<file path="src/rtl/instruction_fetch_register_pkg.sv">
// Shared definitions for the multicycle-MIPS instruction fetch register:
// FSM encoding, MIPS field positions and the reset/flush NOP word.
package instruction_fetch_register_pkg;

  localparam int unsigned MIPS_WORD_W = 32;

  typedef enum logic [1:0] {
    S_IDLE   = 2'd0,
    S_REQ    = 2'd1,
    S_LOADED = 2'd2
  } fetch_state_e;

  localparam int unsigned OPCODE_MSB = 31;
  localparam int unsigned OPCODE_LSB = 26;
  localparam int unsigned RS_MSB     = 25;
  localparam int unsigned RS_LSB     = 21;
  localparam int unsigned RT_MSB     = 20;
  localparam int unsigned RT_LSB     = 16;
  localparam int unsigned RD_MSB     = 15;
  localparam int unsigned RD_LSB     = 11;
  localparam int unsigned SHAMT_MSB  = 10;
  localparam int unsigned SHAMT_LSB  = 6;
  localparam int unsigned FUNCT_MSB  = 5;
  localparam int unsigned FUNCT_LSB  = 0;
  localparam int unsigned IMM_MSB    = 15;
  localparam int unsigned IMM_LSB    = 0;
  localparam int unsigned JADDR_MSB  = 25;
  localparam int unsigned JADDR_LSB  = 0;

  // sll $0,$0,0
  localparam logic [MIPS_WORD_W-1:0] NOP_INSTR = 32'h0000_0000;

  // Counter width for a terminal count of n-1; never narrower than one bit.
  function automatic int unsigned cnt_width(input int unsigned n);
    return (n > 1) ? $clog2(n) : 1;
  endfunction

endpackage

</file>
<file path="src/rtl/instruction_fetch_register_if.sv">
// Fetch handshake, memory bus and decoded-field bundle for the instruction register.
interface instruction_fetch_register_if #(
  parameter int unsigned WORD_LENGTH = 32
) ();

  logic                   fetch_start;
  logic                   flush;
  logic [WORD_LENGTH-1:0] mem_rdata;
  logic                   mem_ready;
  logic                   mem_req;
  logic [WORD_LENGTH-1:0] instr;
  logic [5:0]             opcode;
  logic [4:0]             rs;
  logic [4:0]             rt;
  logic [4:0]             rd;
  logic [4:0]             shamt;
  logic [5:0]             funct;
  logic [15:0]            imm16;
  logic [25:0]            jaddr;
  logic                   instr_valid;
  logic                   busy;
  logic                   timeout_err;

  // Control FSM / memory side
  modport master (
    output fetch_start, flush, mem_rdata, mem_ready,
    input  mem_req, instr, opcode, rs, rt, rd, shamt, funct, imm16, jaddr,
           instr_valid, busy, timeout_err
  );

  // Instruction register side
  modport slave (
    input  fetch_start, flush, mem_rdata, mem_ready,
    output mem_req, instr, opcode, rs, rt, rd, shamt, funct, imm16, jaddr,
           instr_valid, busy, timeout_err
  );

endinterface

</file>
<file path="src/rtl/instruction_fetch_register_fetch_timeout_counter.sv">
// Saturating wait counter for the REQ state; flags the last allowed cycle.
module fetch_timeout_counter
  import instruction_fetch_register_pkg::*;
#(
  parameter int unsigned TIMEOUT_CYCLES = 15
) (
  input  logic clk,
  input  logic rst_n,
  input  logic i_clear,
  input  logic i_enable,
  output logic o_terminal_c
);

  localparam int unsigned        CNT_W    = cnt_width(TIMEOUT_CYCLES);
  localparam logic [CNT_W-1:0]   CNT_LAST = CNT_W'(TIMEOUT_CYCLES - 1);

  logic [CNT_W-1:0] r_wait_cnt;
  logic             w_terminal;

  assign w_terminal   = (r_wait_cnt == CNT_LAST);
  assign o_terminal_c = w_terminal;

  // Holds at the terminal value rather than wrapping
  always_ff @(posedge clk or negedge rst_n) begin
    if (!rst_n) begin
      r_wait_cnt <= '0;
    end else if (i_clear) begin
      r_wait_cnt <= '0;
    end else if (i_enable && !w_terminal) begin
      r_wait_cnt <= r_wait_cnt + CNT_W'(1);
    end
  end

endmodule

</file>
<file path="src/rtl/instruction_fetch_register.sv">
// Multicycle-MIPS instruction register: requests a word from memory, latches it
// on mem_ready, and holds it (with its decoded fields) until the next fetch.
module instruction_fetch_register
  import instruction_fetch_register_pkg::*;
#(
  parameter int unsigned             WORD_LENGTH    = 32,
  parameter int unsigned             TIMEOUT_CYCLES = 15,
  parameter logic [WORD_LENGTH-1:0]  RESET_INSTR    = WORD_LENGTH'(NOP_INSTR)
) (
  input  logic                          clk,
  input  logic                          reset,
  instruction_fetch_register_if.slave   bus
);

  fetch_state_e           r_state;
  fetch_state_e           w_state_nxt;
  logic [WORD_LENGTH-1:0] r_ir;
  logic                   r_timeout_err;

  logic w_ir_load;
  logic w_ir_clear;
  logic w_err_set;
  logic w_err_clr;
  logic w_cnt_clear;
  logic w_cnt_en;
  logic w_cnt_terminal;

  fetch_timeout_counter #(
    .TIMEOUT_CYCLES (TIMEOUT_CYCLES)
  ) u_fetch_timeout_counter (
    .clk          (clk),
    .rst_n        (reset),
    .i_clear      (w_cnt_clear),
    .i_enable     (w_cnt_en),
    .o_terminal_c (w_cnt_terminal)
  );

  always_ff @(posedge clk or negedge reset) begin
    if (!reset) begin
      r_state <= S_IDLE;
    end else begin
      r_state <= w_state_nxt;
    end
  end

  // Next state and datapath strobes; flush overrides every state
  always_comb begin
    w_state_nxt = r_state;
    w_ir_load   = 1'b0;
    w_ir_clear  = 1'b0;
    w_err_set   = 1'b0;
    w_err_clr   = 1'b0;
    w_cnt_clear = (r_state != S_REQ);
    w_cnt_en    = 1'b0;

    case (r_state)
      S_IDLE, S_LOADED: begin
        if (bus.fetch_start) begin
          w_state_nxt = S_REQ;
          w_err_clr   = 1'b1;
        end
      end
      S_REQ: begin
        if (bus.mem_ready) begin
          w_state_nxt = S_LOADED;
          w_ir_load   = 1'b1;
        end else if (w_cnt_terminal) begin
          w_state_nxt = S_IDLE;
          w_err_set   = 1'b1;
        end else begin
          w_cnt_en    = 1'b1;
        end
      end
      default: begin
        w_state_nxt = S_IDLE;
      end
    endcase

    if (bus.flush) begin
      w_state_nxt = S_IDLE;
      w_ir_load   = 1'b0;
      w_ir_clear  = 1'b1;
      w_err_set   = 1'b0;
      w_err_clr   = 1'b0;
      w_cnt_clear = 1'b1;
      w_cnt_en    = 1'b0;
    end
  end

  always_ff @(posedge clk or negedge reset) begin
    if (!reset) begin
      r_ir <= RESET_INSTR;
    end else if (w_ir_clear) begin
      r_ir <= RESET_INSTR;
    end else if (w_ir_load) begin
      r_ir <= bus.mem_rdata;
    end
  end

  // Sticky until the next accepted fetch_start; flush leaves it alone
  always_ff @(posedge clk or negedge reset) begin
    if (!reset) begin
      r_timeout_err <= 1'b0;
    end else if (w_err_set) begin
      r_timeout_err <= 1'b1;
    end else if (w_err_clr) begin
      r_timeout_err <= 1'b0;
    end
  end

  assign bus.mem_req     = (r_state == S_REQ);
  assign bus.busy        = (r_state == S_REQ);
  assign bus.instr_valid = (r_state == S_LOADED);
  assign bus.timeout_err = r_timeout_err;

  assign bus.instr  = r_ir;
  assign bus.opcode = r_ir[OPCODE_MSB:OPCODE_LSB];
  assign bus.rs     = r_ir[RS_MSB:RS_LSB];
  assign bus.rt     = r_ir[RT_MSB:RT_LSB];
  assign bus.rd     = r_ir[RD_MSB:RD_LSB];
  assign bus.shamt  = r_ir[SHAMT_MSB:SHAMT_LSB];
  assign bus.funct  = r_ir[FUNCT_MSB:FUNCT_LSB];
  assign bus.imm16  = r_ir[IMM_MSB:IMM_LSB];
  assign bus.jaddr  = r_ir[JADDR_MSB:JADDR_LSB];

endmodule
</file>
<file path="src/flat_wrapper.sv">
// flat-port wrapper written by rule: the top's interface ports become plain ports
module instruction_fetch_register_flat import instruction_fetch_register_pkg::*;
#(
  parameter int unsigned             WORD_LENGTH    = 32,
  parameter int unsigned             TIMEOUT_CYCLES = 15,
  parameter logic [WORD_LENGTH-1:0]  RESET_INSTR    = WORD_LENGTH'(NOP_INSTR)
)
  (clk, reset, bus_fetch_start, bus_flush, bus_mem_rdata, bus_mem_ready, bus_mem_req, bus_instr, bus_opcode, bus_rs, bus_rt, bus_rd, bus_shamt, bus_funct, bus_imm16, bus_jaddr, bus_instr_valid, bus_busy, bus_timeout_err);
  instruction_fetch_register_if #(.WORD_LENGTH(WORD_LENGTH)) bus_i ();
  input  logic clk;
  input  logic reset;
  input wire logic [$bits(bus_i.fetch_start)-1:0] bus_fetch_start;
  input wire logic [$bits(bus_i.flush)-1:0] bus_flush;
  input wire logic [$bits(bus_i.mem_rdata)-1:0] bus_mem_rdata;
  input wire logic [$bits(bus_i.mem_ready)-1:0] bus_mem_ready;
  output wire logic [$bits(bus_i.mem_req)-1:0] bus_mem_req;
  output wire logic [$bits(bus_i.instr)-1:0] bus_instr;
  output wire logic [$bits(bus_i.opcode)-1:0] bus_opcode;
  output wire logic [$bits(bus_i.rs)-1:0] bus_rs;
  output wire logic [$bits(bus_i.rt)-1:0] bus_rt;
  output wire logic [$bits(bus_i.rd)-1:0] bus_rd;
  output wire logic [$bits(bus_i.shamt)-1:0] bus_shamt;
  output wire logic [$bits(bus_i.funct)-1:0] bus_funct;
  output wire logic [$bits(bus_i.imm16)-1:0] bus_imm16;
  output wire logic [$bits(bus_i.jaddr)-1:0] bus_jaddr;
  output wire logic [$bits(bus_i.instr_valid)-1:0] bus_instr_valid;
  output wire logic [$bits(bus_i.busy)-1:0] bus_busy;
  output wire logic [$bits(bus_i.timeout_err)-1:0] bus_timeout_err;
  assign bus_i.fetch_start = bus_fetch_start;
  assign bus_i.flush = bus_flush;
  assign bus_i.mem_rdata = bus_mem_rdata;
  assign bus_i.mem_ready = bus_mem_ready;
  assign bus_mem_req = bus_i.mem_req;
  assign bus_instr = bus_i.instr;
  assign bus_opcode = bus_i.opcode;
  assign bus_rs = bus_i.rs;
  assign bus_rt = bus_i.rt;
  assign bus_rd = bus_i.rd;
  assign bus_shamt = bus_i.shamt;
  assign bus_funct = bus_i.funct;
  assign bus_imm16 = bus_i.imm16;
  assign bus_jaddr = bus_i.jaddr;
  assign bus_instr_valid = bus_i.instr_valid;
  assign bus_busy = bus_i.busy;
  assign bus_timeout_err = bus_i.timeout_err;
  instruction_fetch_register #(.WORD_LENGTH(WORD_LENGTH), .TIMEOUT_CYCLES(TIMEOUT_CYCLES), .RESET_INSTR(RESET_INSTR)) u_core (.clk(clk), .reset(reset), .bus(bus_i));
endmodule
</file>
<file path="config.mk">
export PLATFORM = sky130hd
export DESIGN_NAME = instruction_fetch_register_flat
export DESIGN_NICKNAME = d
export VERILOG_FILES = /design/src/rtl/instruction_fetch_register_pkg.sv /design/src/rtl/instruction_fetch_register_if.sv /design/src/rtl/instruction_fetch_register_fetch_timeout_counter.sv /design/src/rtl/instruction_fetch_register.sv /design/src/flat_wrapper.sv
export SDC_FILE = /design/constraint.sdc
export NUM_CORES = 1
export LEC_CHECK = 0
export CAP_MARGIN = 40
export CORE_MARGIN = 2
export CORE_UTILIZATION = 38
export CTS_CLUSTER_DIAMETER = 40
export DETAILED_ROUTE_END_ITERATION = 6
export PLACE_DENSITY = 0.83
export SYNTH_ARGS = -nofsm -noshare
export SYNTH_HDL_FRONTEND = slang
export SYNTH_SLANG_ARGS = --single-unit
</file>
<file path="constraint.sdc">
create_clock -name clk -period 3.9 [get_ports clk]
set_input_delay 0.78 -clock clk [delete_from_list [all_inputs] [get_ports clk]]
set_output_delay 0.78 -clock clk [all_outputs]
set_load 0.05 [all_outputs]
</file>
==> results.cfg <==
[drt]
drc = 0
dr.pass1.iters = 4
ant_nets = 0
viasPerCell = 4.70
vias = 1551
drtIter0Drc = 28
wl_mm = 4.66
wl_per_cell_um = 14.1

[clock_tree]
cts_resized = 0
clock_sinks = 39
h-tree-depth = 2
hold_buffers = 0
postCtsSetupBuffers = 0
clock_latency_ps = 280
tritoncts = done
cts_made_buffers = 5
path_clk_slew_ps = 70
clk_path_buf_depth = 2
clock-root-buffer = clkbuf_8

[layout]
fin_area_um2 = 3120
num-nets-final = 296
syn2layout_area_growth_pct = 46.6
layout-drive-gt1-share = 0.0426
diodes = 0

[floorplanning]
die_w_um = 78.9
rows = 27
die_h_um = 78.9
core_um2 = 5470
dieArea_um2 = 6220
start_util = 0.389
io_pins = 147

[yosys]
yosysMostFrequentCell = buf_4
syn_area_per_cell_um2 = 11.4
async_flop_share = 1.00
synth_cell_types = 25
synth_warnings = 0
synth-seq-area-share = 0.458
synth.cell_area_um2 = 2130
syn_inst = 186
synth-edff-count = 0
yosys-top-cells-area = dfrtp_1, buf_4, a22o_1
netlist_top_cells_count = buf_4, dfrtp_1, a22o_1, buf_6
synth_nets = 225
synth.largest_area_cell = dfrtp_1
synthFlopType = dfrtp_1
synth_top_area_frac = 0.458
ys_ff_latch = 39

[global_routing]
gr-usage-met2 = 0.260
grt_pass1_vias = 1433
antenna_found_initial = 0
overflow = 0
grt_use_total = 0.143
grt_busiest_layer = met2
grt_max_degree = 40
grt_pass1_wl_mm = 7.01
gr-usage-met3 = 0.0477
use_met1 = 0.162

[worst_setup_path]
critPathCaptureType = output port
cp-start-kind = flop
r2r_slack_ps = 2280
path_max_fanout = 5
worstPathRequired_ps = 3120
crit_type = reg2out
arrival_ps = 1790

[placed_design]
place_congestion = 0.784
dp_hpwl_mm = 3.58
io_buffers = 146
dpl-instance-area_um2 = 3040
place_ws_ps = 1400

[sta]
tightest_slew_ps = 833
maxSlewViolCount = 0
fin_crit_sh = 0.659
hold_viol_final = 0
tns_ps = 0
hold_ws_ps = 538
fin_skew_ps = 7.72
setup_viol = 0
rsz0062_at_grt = false
min_period_ps = 2570
slew_headroom = 0.445
max_freq_mhz = 389
fin_ws_ps = 1330

[pwr]
p_leak_nw = 1.27
peakVddDrop_mv = 0.151
p_per_area_nw_per_um2 = 328

[outcome]
status = finished clean

[flow_run]
cap_violations = 0

[worst_hold_path]
hold_path_class = reg2reg
-- critical path, stage by stage (launching register included) --
cell and delay, ps:
dfrtp_1 460, nor2b_1 230, clkdlybuf4s50_1 830
-- power breakdown --
group	switching [mW]	leakage (nW)	total, mW	internal (mW)
combinational	0.214	0.694	0.334	0.119
clock	0.129	0.0422	0.254	0.125
sequential	0.0176	0.537	0.437	0.419
total	0.360	1.27	1.02	0.664
-- per-stage QoR --
step                utilization  cells  power, mW
global route              0.570    330       1.07
detailed placement        0.556    322      0.781
CTS                       0.570    330       1.04
floorplan                     -    186      0.688
global placement          0.556    322      0.776
finish                    0.570    330       1.02
-- flip-flops by register name, summed over array words and instances (netlist names) --
name                                       flops
u_core.bus.timeout_err                         1
u_core.bus.instr                              32
u_core.u_fetch_timeout_counter.r_wait_cnt      4
u_core.r_state                                 2
-- kinds of logic after synthesis --
kind of cell,share of synthesized area
buffers and inverters,0.302
AO/OA/AOI/OAI,0.165
flip-flops,0.458
AND/OR/NAND/NOR,0.0587
adder cells (fa/ha/maj),0.0117
XOR/XNOR,0.00411
-- cell usage in the layout (no fill, tap or decap), drive strengths merged --
cell             n
clkdlybuf4s50  145
dfrtp           39
a22o            33
clkbuf           7
nor2             4
nand2b           3
a31oi            3
nor2b            3
a21oi            3
inv              2
nand3b           2
nand2            2
ha               2
o21ai            2
nand4b           1
nor3             1
a211oi           1
nor4b            1
nor3b            1
xnor2            1
clkinv           1
buf              1
-- final timing paths --
path                                                         startpoint                                           end  cells after the start
setup / recovery                                      u_core.r_state[1]                               bus_instr_valid                      2
hold reg to reg            u_core.u_fetch_timeout_counter.r_wait_cnt[2]  u_core.u_fetch_timeout_counter.r_wait_cnt[2]                      1
setup reg to reg                                      u_core.r_state[0]                          u_core.bus.instr[12]                      3
min in group asynchronous                                         reset  u_core.u_fetch_timeout_counter.r_wait_cnt[3]                      1
hold / removal             u_core.u_fetch_timeout_counter.r_wait_cnt[2]  u_core.u_fetch_timeout_counter.r_wait_cnt[2]                      1
max in group asynchronous                                         reset                          u_core.bus.instr[18]                      1
-- final cells by class --
| type | instances | area, um^2 |
|---|---|---|
| fill | 484 | 2350 |
| timing repair buffer | 146 | 1460 |
| sequential | 39 | 976 |
| inverter | 2 | 7.51 |
| clock buffer | 7 | 76.3 |
| multi-input combinational | 63 | 510 |
| clock inverter | 1 | 5.00 |
| tap | 72 | 90.1 |
-- layer usage --
| metal | part of all wire | routed length, um |
|---|---|---|
| met1 | 0.39 | 1830 |
| met2 | 0.51 | 2390 |
| met3 | 0.086 | 403 |
| met4 | 0.0088 | 41 |
| met5 | 0 | 0 |
Note: power is estimated with default switching activity, not from simulation.
